**src/rtl/stroke_detector.sv**
```systemverilog
// Flywheel stroke detector: times intervals between sensor rises and strobes
// entry into the drive (accelerating) and recovery (decelerating) phases.
module stroke_detector #(
    parameter int TICK_W       = 32,
    parameter int MIN_INTERVAL = 16,
    parameter int TIMEOUT      = 10_000_000,
    parameter int CONFIRM      = 3
) (
    input  logic              clk,
    input  logic              reset,
    input  logic              sensor,
    output logic              start_drive,
    output logic              start_recovery,
    output logic              on_drive,
    output logic              idle,
    output logic [TICK_W-1:0] last_interval
);

    typedef enum logic [1:0] {S_IDLE, S_DRIVE, S_RECOVERY} state_t;

    localparam logic [TICK_W-1:0] MIN_T  = TICK_W'(MIN_INTERVAL);
    localparam logic [TICK_W-1:0] TOUT_T = TICK_W'(TIMEOUT);
    localparam logic [3:0]        CONF_T = 4'(CONFIRM);

    state_t            state, state_nxt;
    logic              s1, s2, s3;
    logic [TICK_W-1:0] cnt, cnt_nxt;
    logic [TICK_W-1:0] prev, prev_nxt, li_nxt;
    logic              ref_valid, ref_valid_nxt;
    logic              prev_valid, prev_valid_nxt;
    logic [3:0]        acc_streak, acc_nxt, dec_streak, dec_nxt;
    logic              drive_nxt, rec_nxt;
    logic              rise, accept, at_limit;

    assign rise     = s2 & ~s3;
    assign accept   = rise & (~ref_valid | (cnt >= MIN_T));
    assign at_limit = (cnt == TOUT_T);
    assign on_drive = (state == S_DRIVE);
    assign idle     = (state == S_IDLE);

    always_ff @(posedge clk) begin
        if (reset) state <= S_IDLE;
        else       state <= state_nxt;
    end

    always_comb begin
        state_nxt      = state;
        ref_valid_nxt  = ref_valid;
        prev_valid_nxt = prev_valid;
        prev_nxt       = prev;
        li_nxt         = last_interval;
        acc_nxt        = acc_streak;
        dec_nxt        = dec_streak;
        drive_nxt      = 1'b0;
        rec_nxt        = 1'b0;
        cnt_nxt        = accept ? TICK_W'(1) : (at_limit ? cnt : cnt + TICK_W'(1));

        if (accept && at_limit) begin
            // A rise landing on the timeout cycle restarts measurement from it.
            state_nxt      = S_IDLE;
            ref_valid_nxt  = 1'b1;
            prev_valid_nxt = 1'b0;
            acc_nxt        = '0;
            dec_nxt        = '0;
        end else if (accept) begin
            if (!ref_valid) begin
                ref_valid_nxt = 1'b1;
            end else if (!prev_valid) begin
                prev_nxt       = cnt;
                li_nxt         = cnt;
                prev_valid_nxt = 1'b1;
            end else begin
                if (cnt < prev) begin
                    acc_nxt = (acc_streak >= CONF_T) ? CONF_T : acc_streak + 4'd1;
                    dec_nxt = '0;
                end else if (cnt > prev) begin
                    dec_nxt = (dec_streak >= CONF_T) ? CONF_T : dec_streak + 4'd1;
                    acc_nxt = '0;
                end
                prev_nxt = cnt;
                li_nxt   = cnt;
                if (state != S_DRIVE && acc_nxt == CONF_T) begin
                    state_nxt = S_DRIVE;
                    drive_nxt = 1'b1;
                    acc_nxt   = '0;
                    dec_nxt   = '0;
                end else if (state == S_DRIVE && dec_nxt == CONF_T) begin
                    state_nxt = S_RECOVERY;
                    rec_nxt   = 1'b1;
                    acc_nxt   = '0;
                    dec_nxt   = '0;
                end
            end
        end else if (at_limit) begin
            state_nxt      = S_IDLE;
            ref_valid_nxt  = 1'b0;
            prev_valid_nxt = 1'b0;
            acc_nxt        = '0;
            dec_nxt        = '0;
        end
    end

    always_ff @(posedge clk) begin
        if (reset) begin
            s1             <= 1'b0;
            s2             <= 1'b0;
            s3             <= 1'b0;
            cnt            <= '0;
            prev           <= '0;
            last_interval  <= '0;
            ref_valid      <= 1'b0;
            prev_valid     <= 1'b0;
            acc_streak     <= '0;
            dec_streak     <= '0;
            start_drive    <= 1'b0;
            start_recovery <= 1'b0;
        end else begin
            s1             <= sensor;
            s2             <= s1;
            s3             <= s2;
            cnt            <= cnt_nxt;
            prev           <= prev_nxt;
            last_interval  <= li_nxt;
            ref_valid      <= ref_valid_nxt;
            prev_valid     <= prev_valid_nxt;
            acc_streak     <= acc_nxt;
            dec_streak     <= dec_nxt;
            start_drive    <= drive_nxt;
            start_recovery <= rec_nxt;
        end
    end

endmodule
```
**config.mk**
```make
export PLATFORM = sky130hd
export DESIGN_NAME = stroke_detector
export DESIGN_NICKNAME = d
export VERILOG_FILES = /design/src/rtl/stroke_detector.sv
export SDC_FILE = /design/constraint.sdc
export NUM_CORES = 1
export LEC_CHECK = 0
export CAP_MARGIN = 40
export CORE_ASPECT_RATIO = 1.1
export CORE_MARGIN = 2
export CORE_UTILIZATION = 33
export DETAILED_ROUTE_END_ITERATION = 7
export GPL_TIMING_DRIVEN = 1
export PLACE_DENSITY = 0.59
export SLEW_MARGIN = 10
export SYNTH_ARGS = -nofsm -noshare
export SYNTH_HDL_FRONTEND = slang
export SYNTH_SLANG_ARGS = --single-unit
```
**constraint.sdc**
```tcl
create_clock -name clk -period 4.3 [get_ports clk]
set_input_delay 0.645 -clock clk [delete_from_list [all_inputs] [get_ports clk]]
set_output_delay 0.645 -clock clk [all_outputs]
set_load 0.01 [all_outputs]
```
## Yosys cells after proc, flatten, opt, wreduce, memory -nomap -nowiden

Cells that the tools add are included.

| word-level totals | value |
|---|---|
| bits in registers | 81 |
| output and inout port bits | 36 |
| word-level logic and storage cells | 92 |
| bits of input ports | 3 |

| cells by class | value |
|---|---|
| reductions and logical operators | 14 |
| bitwise logic cells | 8 |
| $lt $le $gt $ge | 5 |
| mux-type cells | 40 |
| add/subtract/negate cells | 3 |
| equality and inequality tests | 9 |

Operators with widths:

| operator | count |
|---|---|
| $mux W4 | 25 |
| $add A32 B1 Y32 const B | 1 |
| $eq A32 B24 Y1 const B | 1 |
| $ge A32 B5 Y1 const B | 1 |
| $gt A32 B32 Y1 | 1 |
| $lt A32 B32 Y1 | 1 |
| $mux W2 | 6 |
| $mux W1 | 9 |
| $add A4 B1 Y4 const B | 2 |
| $eq A4 B2 Y1 const B | 2 |
| $ge A4 B2 Y1 const B | 2 |
| $ne A2 B2 Y1 const B | 3 |
| $reduce_and A3 Y1 | 2 |
| $reduce_or A6 Y1 | 1 |
| $not A1 Y1 | 5 |
| $reduce_or A5 Y1 | 1 |
| $reduce_and A4 Y1 | 1 |
| $reduce_or A2 Y1 | 2 |
| $logic_and A1 B1 Y1 | 3 |
| $ne A3 B1 Y1 const B | 1 |
| $reduce_bool A3 Y1 | 1 |
| $and A1 B1 Y1 | 2 |
| $eq A2 B1 Y1 const B | 1 |
| $logic_not A2 Y1 | 1 |
| other kinds (4) | 4 |

## Depth between registers and ports, before layout

Gate-level depths: netlist of the first run.

| depth | value |
|---|---|
| word-level depth | 15 |
| mapped depth | 9 |
| gate-level depth less buffers | 9 |

## Worst setup path after synthesis of the first run

No wires, ideal clock.

| timing | value |
|---|---|
| path kind | reg-to-reg |
| from | reg prev[30] |
| to | reg state[1] |
| setup slack | 1936 ps |
| arrival time | 2245 ps |
| data required time | 4181 ps |
| cell stages (with the launch flop) | 10 |
| clock period less this slack | 2364 ps |
| path buffers | 0 |
| setup time | 119 ps |
| cells stage by stage | dfxtp_1 inv_1 ha_1 nand4_1 nor4_1 nand3_1 and3_1 o22ai_1 nor2_1 o221a_2 |

| on the way | value |
|---|---|
| word-level cells in the longest chain between the ends | 13 |
| elaborated cells on any way between the ends | 24 |
| classes of those cells | 2 x order compare; 3 x eq/ne; 16 x mux; 3 x reduce/logical |

RTL lines:

| item | RTL line | source |
|---|---|---|
| from (decl) | 28 | `logic [TICK_W-1:0] prev, prev_nxt, li_nxt;` |
| from (signal assigned) | 122 | `prev <= prev_nxt;` |
| $gt A32 B32 Y1 | 76 | `end else if (cnt > prev) begin` |
| $mux W4 | 76 |  |
| $mux W4 | 73 | `if (cnt < prev) begin` |
| $mux W4 | 68 | `end else if (!prev_valid) begin` |
| $mux W4 | 66 | `if (!ref_valid) begin` |
| $mux W4 | 65 | `end else if (accept) begin` |
| $mux W4 | 58 | `if (accept && at_limit) begin` |
| $eq A4 B2 Y1 | 82 | `if (state != S_DRIVE && acc_nxt == CONF_T) begin` |
| $logic_and A1 B1 Y1 | 82 |  |
| $mux W2 | 82 |  |
| $mux W2 | 68 |  |
| $mux W2 | 66 |  |
| $mux W2 | 65 |  |
| to (signal assigned) | 43 | `else state <= state_nxt;` |
| to (decl) | 25 | `state_t state, state_nxt;` |

Several ways; a longest one is shown, not always the timed one. The select of a mux whose other input is x is not followed.
A chain may end at the register's enable or synchronous reset.

## Worst setup path after layout of the first run

| timing | value |
|---|---|
| from | reg cnt[27] |
| to | reg dec_streak[1] |

| on the way | value |
|---|---|
| word-level cells in the longest chain between the ends | 14 |
| elaborated cells on any way between the ends | 33 |
| classes of those cells | 3 x order compare; 5 x eq/ne; 17 x mux; 2 x bitwise; 6 x reduce/logical |

RTL lines:

| item | RTL line | source |
|---|---|---|
| from (decl) | 27 | `logic [TICK_W-1:0] cnt, cnt_nxt;` |
| from (signal assigned) | 121 | `cnt <= cnt_nxt;` |
| $gt A32 B32 Y1 | 76 |  |
| $mux W4 | 76 |  |
| $mux W4 | 73 |  |
| $mux W4 | 68 |  |
| $mux W4 | 66 |  |
| $mux W4 | 65 |  |
| $mux W4 | 58 |  |
| $eq A4 B2 Y1 | 87 | `end else if (state == S_DRIVE && dec_nxt == CONF_T) begin` |
| $logic_and A1 B1 Y1 | 87 |  |
| $mux W4 | 87 |  |
| $mux W4 | 82 |  |
| $mux W4 | 68 |  |
| $mux W4 | 66 |  |
| $mux W4 | 65 |  |
| to (signal assigned) | 127 | `dec_streak <= dec_nxt;` |
| to (decl) | 31 | `logic [3:0] acc_streak, acc_nxt, dec_streak, dec_nxt;` |

Several ways; a longest one is shown, not always the timed one. The select of a mux whose other input is x is not followed.

==> key figures, run 1 <==
Drt
  – DR vias: 3558
  – First-pass DRT Iterations: 4
  – Vias/cell: 5.083
  – Final ANT Viol Nets: 0
  – WL/cell: 14.36 µm
  – DR iter-0 viols: 226
  – DRC viols: 0
  – Routed wire length: 10050 µm

Clock network
  – CTS max path bufs: 2
  – Hold Buf Count CTS: 0
  – CTS Sinks: 81
  – Inserted Clock Buffers: 9
  – Clock Tree Root: clkbuf_16
  – Worst skew pair latency: 350 ps
  – Clock-pin transition on the worst setup and hold timing paths: 60 ps
  – H-tree depth: 3
  – Setup bufs post-CTS: 0
  – Post-cts sizing count: 0
  – CTS tree: built

Critical path
  – Worst-path fanout max: 8
  – Worst R2R Start: cnt[27]
  – CP Launch Type: register
  – Reg-to-reg setup timing slack: 1380 ps
  – Data required time of the critical path: 4500 ps
  – Crit Reg-Reg Endpoint: dec_streak[1]
  – Critical Path, Cell by Cell: ha_1 > nand4_1 > nor4_1 > nand3_1 > a21oi_1 > o22ai_1 > a21oi_1 > a21oi_1
  – Crit. End Element: register
  – R2r worst-path depth: 8
  – Largest stage delay, worst path: 620 ps
  – Most used cell along the critical path: a21oi_1
  – Cell family with the largest share of critical-path delay: simple AND/OR/NAND/NOR gates
  – CP Class: register to register
  – Slowest cell on the critical path: nor4_1
  – Worst Path Buf+Inv: 0
  – Critical Path AT: 3120 ps

Global routing
  – Largest net degree at the start of global routing: 23
  – First-pass GRT wire length: 17020 µm
  – Antenna violations before repair: 0
  – Vias in the first global route: 3505
  – Gr ovfl total: 0
  – GRT Overall Usage: 0.1546

Synthesis
  – Syn_nets: 538
  – Post-synthesis adder-cell area fraction: 0.1054
  – Synth cell count leaders: 86 x nor2_1, 81 x dfxtp_1, 40 x inv_1, 36 x ha_1, 31 x nand2_1
  – Top-area cell type share of the netlist area: 0.3796
  – Largest family of logic cells by synthesized area: simple AND/OR/NAND/NOR gates
  – Sequential area share after synthesis: 0.3796
  – Syn Std Cell Area: 4272 µm²
  – Simple-Gate Fraction of Synth Area: 0.2373
  – Synth cell types: 48
  – Compound-gate portion of the synthesized area: 0.1031
  – Multiplexer share of the synthesized area: 0.07030
  – Post-Syn Instances: 499
  – Prevailing post-synth register cell: dfxtp_1
  – Ranking of synthesized cells by area: dfxtp_1 38%, ha_1 11%, nor2_1 7.6%
  – Synth Area in XOR/XNOR: 0.05741
  – Top-count cell post-synth: nor2_1
  – Cell taking the most area after synthesis: dfxtp_1
  – Yosys reg bits: 81
  – Post-synthesis async set-or-reset flop share: 0
  – Syn avg cell area: 8.560 µm²
  – Number of warnings issued by yosys: 0
  – Post-synth EDFFs: 0

Run
  – Max cap viols: 0

Floorplanning
  – Core ar.: 12640 µm²
  – I/O pin cnt: 39
  – Initial Util: 0.3379
  – Chip Height: 123.3 µm
  – Die Wd: 112.5 µm
  – Rows: 43
  – Full die area: 13870 µm²

Placement
  – Placed cells: 687
  – Final HPWL DP: 7495 µm
  – Placed Area: 4862 µm²
  – Place WS: 1354 ps
  – GP Congestion: 0.8166
  – PortBufs: 38

STA
  – Final cycle utilization of the critical path: 0.6784
  – Setup Skew: 7.801 ps
  – Worst-Margin Slew: 814.6 ps
  – Slew HR: 0.4552
  – Final min period: 2917 ps
  – Setup violators final: 0
  – RSZ-0062 raised after global routing: false
  – Final Slew Violations: 0
  – Post-Route Setup TNS: 0 ps
  – Maximum clock rate: 0.3428 GHz
  – Setup ws final: 1383 ps
  – Hold Violations, Final: 0

Hold path
  – Hold Crit Depth: 2
  – Hold Path Class: register to register
  – Hold Crit Start: dec_streak[3]
  – Hold endpoint: dec_streak[3]

Power and ir drop
  – Max VDD drop: 0.0001410 V
  – Power per cell area: 302.5 nW/µm²
  – Leakage: 1.836 nW
  – Final Power: 0.001553 W

Finish
  – Non-filler instance count after layout: 700
  – Fin area: 5132 µm²
  – Fill count: 1262
  – Share of cells above drive strength 1: 0.05157
  – # nets final: 580
  – Area growth syn-to-layout: 20.15%
  – N_diodes: 0

Run status
  – Status: complete, no violations
==> kinds of logic (layout without fill, tap and decap cells) <==
kind of cell,Yosys count,in the layout
AOI/OAI and AO/OA,65,65
xor gates and xnor gates,28,28
adders and majority gates,36,36
buffers and inverters,52,96
DFF,81,81
muxes,30,30
and+or+nand+nor,207,207
==> per-stage QoR <==
step | utilization | hold WS (ps)
6_report | 0.4059 | 469.0
5_1_grt | 0.4059 | 471.7
4_1_cts | 0.4059 | 462.0
3_5_place_dp | 0.3846 | 456.8
3_3_place_gp | 0.3824 | 438.9
2_1_floorplan | - | 413.8
==> worst min-delay path: stages, from the launching register on <==
cell	delay, ps
dfxtp_1	330
nand2_1	60
a21oi_1	40
==> metal layers <==
layer | up-vias | routed length, µm | global-route usage
met5 | - | 0 | 0
met3 | 10 | 275 | 0.03039
met4 | 0 | 179 | 0.07012
met2 | 56 | 4851 | 0.2587
met1 | 1670 | 4744 | 0.1937
li1 | 1822 | - | -
==> placed cells by master (no fill, tap or decap), types with 2 or more instances in the layout <==
master,netlist,final
nor2_1,86,86
dfxtp_1,81,81
inv_1,40,40
clkdlybuf4s50_1,0,38
ha_1,36,36
nand2_1,31,31
mux2i_1,30,30
a21oi_1,28,28
nand3_1,22,22
xor2_1,16,16
nor3_1,13,13
nand4_1,12,12
xnor2_1,12,12
nor4_1,9,9
o21ai_0,9,9
clkbuf_16,0,9
or3_1,6,6
nor2b_1,5,5
nand2b_1,5,5
and3_1,5,5
buf_4,0,4
nor4_2,3,3
o21a_1,3,3
o211ai_1,3,3
nor3b_1,3,3
clkbuf_8,0,3
a21o_1,2,2
o22ai_1,2,2
a211oi_1,2,2
and4_1,2,2
a211o_1,2,2
==> cell type report <==
type | count | area (µm²) | share of cell area
Timing Repair Buffer | 43 | 437.9 | 0.08532
Clock buffer | 13 | 270.3 | 0.05266
Sequential cell | 81 | 1622 | 0.3159
Tap cell | 157 | 196.4 | 0.03827
Multi-Input combinational cell | 366 | 2456 | 0.4785
Inverter | 40 | 150.1 | 0.02925
==> state kept, by name, indices dropped and copies added (netlist names) <==
register and flops:
cnt 32, s2 1, ref_valid 1, s3 1, start_recovery 1, state 2, prev 32, acc_streak 4
prev_valid 1, dec_streak 4, start_drive 1, s1 1
==> power breakdown <==
| group | switching, W | internal (W) |
|---|---|---|
| clock | 0.000294 | 0.000429 |
| sequential | 0.00000636 | 0.000755 |
| combinational | 0.0000449 | 0.0000231 |
| total | 0.000346 | 0.00121 |
==> worst max path at each step <==
stage	cells past startpoint	slack, ps	start	to
after global routing	9	1090	prev[30]	acc_streak[2]
final	8	1380	cnt[27]	dec_streak[1]
after detailed placement	5	1350	reset	dec_streak[1]
after CTS	9	1390	prev[30]	dec_streak[1]
after global placement	5	1420	reset	acc_streak[3]
after floorplan	9	1940	prev[30]	state[1]
Power figures use the tool's default switching activity.
==> inputs of run 2 (changes only) <==
- PLACE_DENSITY: 0.59 -> 0.61
- clock period: 4.3 -> 2.6 ns (I/O delays scaled with it)
==> key figures, run 2 (synthesized netlist as in run 1, its figures left out) <==
Run
  – Max cap viols: 0 (unchanged)

Power and ir drop
  – Leakage: 1.980 nW (was 1.836 nW)
  – Max VDD drop: 0.0002626 V (was 0.0001410 V)
  – Power per cell area: 474.5 nW/µm² (was 302.5 nW/µm²)

Drt
  – Vias/cell: 5.055 (was 5.083)
  – DR iter-0 viols: 208 (was 226)
  – Routed wire length: 9952 µm (was 10050 µm)
  – WL/cell: 13.65 µm (was 14.36 µm)
  – Final ANT Viol Nets: 0 (unchanged)
  – DRC viols: 0 (unchanged)
  – DR vias: 3685 (was 3558)
  – First-pass DRT Iterations: 4 (unchanged)

STA
  – Maximum clock rate: 0.4094 GHz (was 0.3428 GHz)
  – Setup ws final: 157.2 ps (was 1383 ps)
  – Hold Violations, Final: 0 (unchanged)
  – Setup Skew: 13.49 ps (was 7.801 ps)
  – Slew HR: 0.6460 (was 0.4552)
  – Worst-Margin Slew: 526.2 ps (was 814.6 ps)
  – RSZ-0062 raised after global routing: true (was false)
  – Final Slew Violations: 0 (unchanged)
  – Post-Route Setup TNS: 0 ps (unchanged)
  – Setup violators final: 0 (unchanged)
  – Final cycle utilization of the critical path: 0.9396 (was 0.6784)
  – Final min period: 2443 ps (was 2917 ps)

Finish
  – Commonest non-fill, non-tap cells in the layout: 85 x nor2_1, 81 x dfxtp_1, 40 x inv_1, 38 x clkdlybuf4s50_1, 36 x ha_1 (was 86 x nor2_1, 81 x dfxtp_1, 40 x inv_1, 38 x clkdlybuf4s50_1, 36 x ha_1)
  – Fill count: 1240 (was 1262)
  – # nets final: 607 (was 580)
  – Share of cells above drive strength 1: 0.1154 (was 0.05157)
  – Top flop regs: cnt (32), prev (32) (unchanged)
  – N_diodes: 0 (unchanged)
  – Final Core Density: 0.4238 (was 0.4059)
  – Fin area: 5358 µm² (was 5132 µm²)
  – Area growth syn-to-layout: 25.42% (was 20.15%)
  – Commonest non-fill, non-tap cell in the layout: nor2_1 (unchanged)

Clock network
  – CTS tree: built (unchanged)
  – Hold Buf Count CTS: 0 (unchanged)
  – Clock-pin transition on the worst setup and hold timing paths: 60 ps (about the same)
  – CTS Sinks: 81 (unchanged)
  – Worst skew pair latency: 340 ps (was 350 ps)
  – H-tree depth: 3 (unchanged)
  – CTS max path bufs: 2 (unchanged)
  – Inserted Clock Buffers: 9 (unchanged)
  – Clock Tree Root: clkbuf_16 (unchanged)

Critical path
  – CP Launch Type: register (unchanged)
  – CP Class: register to register (unchanged)
  – Worst-path fanout max: 8 (unchanged)
  – Critical Path AT: 2670 ps (was 3120 ps)
  – Crit. End Element: register (unchanged)
  – Largest stage delay, worst path: 400 ps (was 620 ps)
  – Worst R2R Start: cnt[23] (was cnt[27])
  – Data required time of the critical path: 2830 ps (was 4500 ps)
  – Slowest cell on the critical path: dfxtp_1 (was nor4_1)
  – Critical Path, Cell by Cell: ha_1 > nand4_1 > nor4_2 > buf_4 > nand3_2 > and3_1 > o22ai_1 > nor2_1 > o221a_2 (was ha_1 > nand4_1 > nor4_1 > nand3_1 > a21oi_1 > o22ai_1 > a21oi_1 > a21oi_1)
  – Crit path from: cnt[23] (was cnt[27])

Global routing
  – GR peak layer: met2 (unchanged)
  – First-pass GRT wire length: 16880 µm (was 17020 µm)
  – Gr ovfl total: 0 (unchanged)
  – GRT Overall Usage: 0.1510 (was 0.1546)
  – Met2 Use GR: 0.2620 (was 0.2587)
  – Vias in the first global route: 3598 (was 3505)
  – Largest net degree at the start of global routing: 33 (was 23)
  – GRT met3 Usage: 0.02549 (was 0.03039)
  – Antenna violations before repair: 0 (unchanged)
  – Met1 Use GR: 0.1847 (was 0.1937)

Floorplanning
  – Chip Height: 123.3 µm (unchanged)
  – Initial Util: 0.3379 (unchanged)
  – Core ar.: 12640 µm² (unchanged)
  – Full die area: 13870 µm² (unchanged)
  – Die Wd: 112.5 µm (unchanged)
  – Rows: 43 (unchanged)
  – I/O pin cnt: 39 (unchanged)

Placement
  – GP Congestion: 0.8592 (was 0.8166)
  – Final HPWL DP: 7630 µm (was 7495 µm)
  – Place WS: -130.5 ps (was 1354 ps)
  – PortBufs: 38 (unchanged)
  – Placed Area: 5057 µm² (was 4862 µm²)

Hold path
  – Hold Path Class: register to register (unchanged)
  – Hold Crit Start: dec_streak[3] (unchanged)

Run status
  – Status: complete, no violations (unchanged)
run 2: changes by cell type in the layout (fill, tap and decap cells not counted), moves of 3 or more:
| cell | change |
|---|---|
| clkbuf_8 | -3 |
| nor4_2 | +3 |
| clkinv_2 | +4 |
| nor4_1 | -3 |
| buf_4 | +27 |
run 2: worst paths after layout:
check,end,slack (ps),depth (start not counted)
setup / recovery,state[1],160,9
hold / removal,dec_streak[3],450,2
setup reg to reg,state[1],160,9
hold reg to reg,dec_streak[3],450,2
run 2: area by class of cell:
type	instances	area, µm²	share of cell area
multi-input combinational	366	2495	0.4657
sequential	81	1622	0.3027
timing repair buffer	70	633.1	0.1182
clock buffer	9	225.2	0.04204
tap	157	196.4	0.03667
inverter	40	150.1	0.02802
clock inverter	6	36.28	0.006773
run 2: per-layer routing:
layer | routed length (µm) | vias up
met4 | 225 | 0
met5 | 0 | -
li1 | - | 1873
met1 | 4587 | 1731
met3 | 351 | 16
met2 | 4788 | 65
run 2: power by group:
group | internal, W | total [W] | switching, W
clock | 0.000635 | 0.00114 | 0.000508
sequential | 0.00125 | 0.00126 | 0.00000939
combinational | 0.0000571 | 0.000141 | 0.0000839
total | 0.00194 | 0.00254 | 0.000601
run 2: repair_timing:
| action | 4_1_cts | 5_1_grt |
|---|---|---|
| endpoints found under the setup margin | 9 | 10 |
| gates resized for setup | 2 | 7 |
| setup buffers | 0 | 0 |
| pin swaps | 0 | 2 |
| endpoints found under the hold margin | 0 | 0 |
| cloned | 0 | 0 |
run 2: critical path, delay by kind of cell (launching register included):
kind,cells,cell delay (ps)
compound gates,2,480
fa+ha+maj,1,360
buf+inv,1,180
flops,1,400
simple gates,5,910
run 2: through the flow:
stage	instances	hold slack, ps	total power [W]
2_1_floorplan	499	413.8	0.001365
3_3_place_gp	714	444.4	0.001416
5_1_grt	729	471.9	0.002635
6_report	729	453.9	0.002542
4_1_cts	729	455.1	0.002570
3_5_place_dp	714	446.2	0.001420
==> inputs of run 3 (changes only) <==
- CORE_MARGIN: 2 -> default
- REMOVE_ABC_BUFFERS: default -> 1
==> key figures, run 3 (synthesized netlist as in run 1, its figures left out) <==
Clock network
  – H-tree depth: 3 (unchanged)
  – Setup bufs post-CTS: 0 (unchanged)
  – Clock-pin transition on the worst setup and hold timing paths: 60 ps (about the same)
  – Clock Tree Root: clkbuf_16 (unchanged)
  – Hold Buf Count CTS: 0 (unchanged)
  – CTS Sinks: 81 (unchanged)
  – CTS tree: built (unchanged)
  – CTS max path bufs: 2 (unchanged)
  – Inserted Clock Buffers: 9 (unchanged)
  – Worst skew pair latency: 340 ps (about the same)

Global routing
  – Gr ovfl total: 0 (unchanged)
  – Largest net degree at the start of global routing: 28 (was 33)
  – Vias in the first global route: 3661 (was 3598)
  – GRT Overall Usage: 0.1645 (was 0.1510)
  – Antenna violations before repair: 0 (unchanged)
  – First-pass GRT wire length: 17640 µm (was 16880 µm)

STA
  – Setup violators final: 0 (unchanged)
  – Worst-Margin Slew: 440.6 ps (was 526.2 ps)
  – Maximum clock rate: 0.4174 GHz (was 0.4094 GHz)
  – Hold Violations, Final: 0 (unchanged)
  – Setup Skew: 9.040 ps (was 13.49 ps)
  – RSZ-0062 raised after global routing: false (was true)
  – Final min period: 2396 ps (was 2443 ps)
  – Final cycle utilization of the critical path: 0.9215 (was 0.9396)
  – Final Slew Violations: 0 (unchanged)
  – Slew HR: 0.7035 (was 0.6460)
  – Post-Route Setup TNS: 0 ps (unchanged)

Critical path
  – Crit Reg-Reg Endpoint: state[1] (unchanged)
  – Cell family with the largest share of critical-path delay: compound AO/OA/AOI/OAI gates (was simple AND/OR/NAND/NOR gates)
  – CP Class: register to register (unchanged)
  – Worst Path Buf+Inv: 2 (was 1)
  – Crit path from: prev[13] (was cnt[23])
  – Largest stage delay, worst path: 400 ps (about the same)
  – Worst R2R Start: prev[13] (was cnt[23])
  – Critical Path, Cell by Cell: inv_1 > ha_1 > nand4_1 > nor4_2 > buf_4 > a21boi_2 > or3_1 > o21a_1 > a211oi_2 > o221a_2 (was ha_1 > nand4_1 > nor4_2 > buf_4 > nand3_2 > and3_1 > o22ai_1 > nor2_1 > o221a_2)
  – R2r worst-path depth: 10 (was 9)
  – Reg-to-reg setup timing slack: 200 ps (was 160 ps)
  – CP Launch Type: register (unchanged)
  – Critical Path AT: 2680 ps (was 2670 ps)
  – Slowest cell on the critical path: or3_1 (was dfxtp_1)
  – Data required time of the critical path: 2890 ps (was 2830 ps)
  – Worst-path fanout max: 3 (was 8)
  – Crit. End Element: register (unchanged)

Placement
  – Final HPWL DP: 7915 µm (was 7630 µm)
  – PortBufs: 38 (unchanged)
  – Placed Area: 5125 µm² (was 5057 µm²)
  – GP Congestion: 0.8448 (was 0.8592)

Power and ir drop
  – Switching Share: 0.2205 (was 0.2366)
  – Power per cell area: 498.3 nW/µm² (was 474.5 nW/µm²)
  – Final Power: 0.002742 W (was 0.002542 W)
  – Max VDD drop: 0.0003109 V (was 0.0002626 V)
  – Combinational fraction of design power: 0.052 (was 0.055)
  – NetSw: 0.0006047 W (was 0.0006015 W)
  – Sequential Power Share: 0.459 (was 0.495)
  – Internal Dissipation: 0.002137 W (was 0.001941 W)
  – Leakage: 2.069 nW (was 1.980 nW)
  – Clock share of power: 0.488 (was 0.450)

Finish
  – Area growth syn-to-layout: 28.82% (was 25.42%)
  – Share of cells above drive strength 1: 0.1360 (was 0.1154)
  – Commonest non-fill, non-tap cells in the layout: 85 x nor2_1, 81 x dfxtp_1, 40 x inv_1, 40 x buf_4, 38 x clkdlybuf4s50_1 (was 85 x nor2_1, 81 x dfxtp_1, 40 x inv_1, 38 x clkdlybuf4s50_1, 36 x ha_1)
  – # nets final: 616 (was 607)
  – Fin area: 5503 µm² (was 5358 µm²)
  – Fill count: 1222 (was 1240)
  – N_diodes: 0 (unchanged)
  – Top flop regs: cnt (32), prev (32) (unchanged)
  – Commonest non-fill, non-tap cell in the layout: nor2_1 (unchanged)

Drt
  – DRC viols: 0 (unchanged)
  – Routed wire length: 10460 µm (was 9952 µm)
  – Final ANT Viol Nets: 0 (unchanged)
  – Vias/cell: 5.020 (was 5.055)
  – DR vias: 3705 (was 3685)
  – DR iter-0 viols: 111 (was 208)
  – First-pass DRT Iterations: 4 (unchanged)
  – WL/cell: 14.17 µm (was 13.65 µm)

Floorplanning
  – I/O pin cnt: 39 (unchanged)
  – Chip Height: 121.3 µm (was 123.3 µm)
  – Full die area: 13400 µm² (was 13870 µm²)
  – Die Wd: 110.5 µm (was 112.5 µm)
  – Initial Util: 0.3379 (unchanged)
  – Core ar.: 12640 µm² (unchanged)
  – Rows: 43 (unchanged)

Run
  – Max cap viols: 0 (unchanged)

Hold path
  – Hold Crit Depth: 1 (was 2)
  – Hold endpoint: s2 (was dec_streak[3])
  – Hold Path Class: register to register (unchanged)
  – Hold Crit Start: s1 (was dec_streak[3])

Run status
  – Status: complete, no violations (unchanged)
==> run 3: cell type report <==
cell class	instances	area [µm²]	share of cell area
clock inverters	6	83.83	0.01523
inverters	40	150.1	0.02729
clock buffers	9	225.2	0.04093
multi-input cells	366	2525	0.4588
well taps	157	196.4	0.03570
flip-flops and latches	81	1622	0.2947
repair buffers	79	700.7	0.1273
==> run 3: worst max-delay path by stage <==
stage / to / slack (ps) / cells after the start
5_1_grt: dec_streak[0] / 8 / 10
3_5_place_dp: dec_streak[2] / -180 / 10
6_report: state[1] / 200 / 10
3_3_place_gp: acc_streak[2] / -100 / 10
2_1_floorplan: prev[0] / -550 / 8
4_1_cts: state[1] / 5 / 10
==> run 3: worst reg2reg max path, cell delays in order (launching register included) <==
cell      delay (ps)
dfxtp_1          350
inv_1             50
ha_1             310
nand4_1          180
nor4_2            60
buf_4            140
a21boi_2         160
or3_1            400
o21a_1           220
a211oi_2         260
o221a_2          230
==> run 3: metal layers <==
layer,vias up,GRT usage,share of wire
met5,-,0,0
met2,40,0.2908,0.48
met3,12,0.03546,0.028
li1,1890,-,-
met4,0,0.06000,0.015
met1,1763,0.1957,0.48
==> run 3: power by group through the flow <==
stage	clock, W	combinational, W	sequential, W
global placement	0	0.000133	0.00129
detailed placement	0	0.000135	0.00129
finish	0.00134	0.000144	0.00126
CTS	0.00137	0.000137	0.00126
floorplan	0	0.0000735	0.00128
global route	0.00143	0.000159	0.00126
==> run 3: repair_timing <==
item	4_1_cts	5_1_grt
setup endpoints to repair	9	12
pin swaps	0	4
endpoints found under the hold margin	0	0
gates resized for setup	3	11
==> run 3: per-stage QoR <==
| step | cells | hold WS [ps] | util | worst slack, ps |
|---|---|---|---|---|
| 5_1_grt | 738 | 471.2 | 0.4352 | 8.319 |
| 4_1_cts | 738 | 453.4 | 0.4310 | 5.378 |
| 3_5_place_dp | 723 | 435.2 | 0.4053 | -176.5 |
| 3_3_place_gp | 723 | 428.8 | 0.4053 | -95.43 |
| 2_1_floorplan | 487 | 413.8 | - | -552.3 |
| 6_report | 738 | 448.1 | 0.4352 | 204.1 |
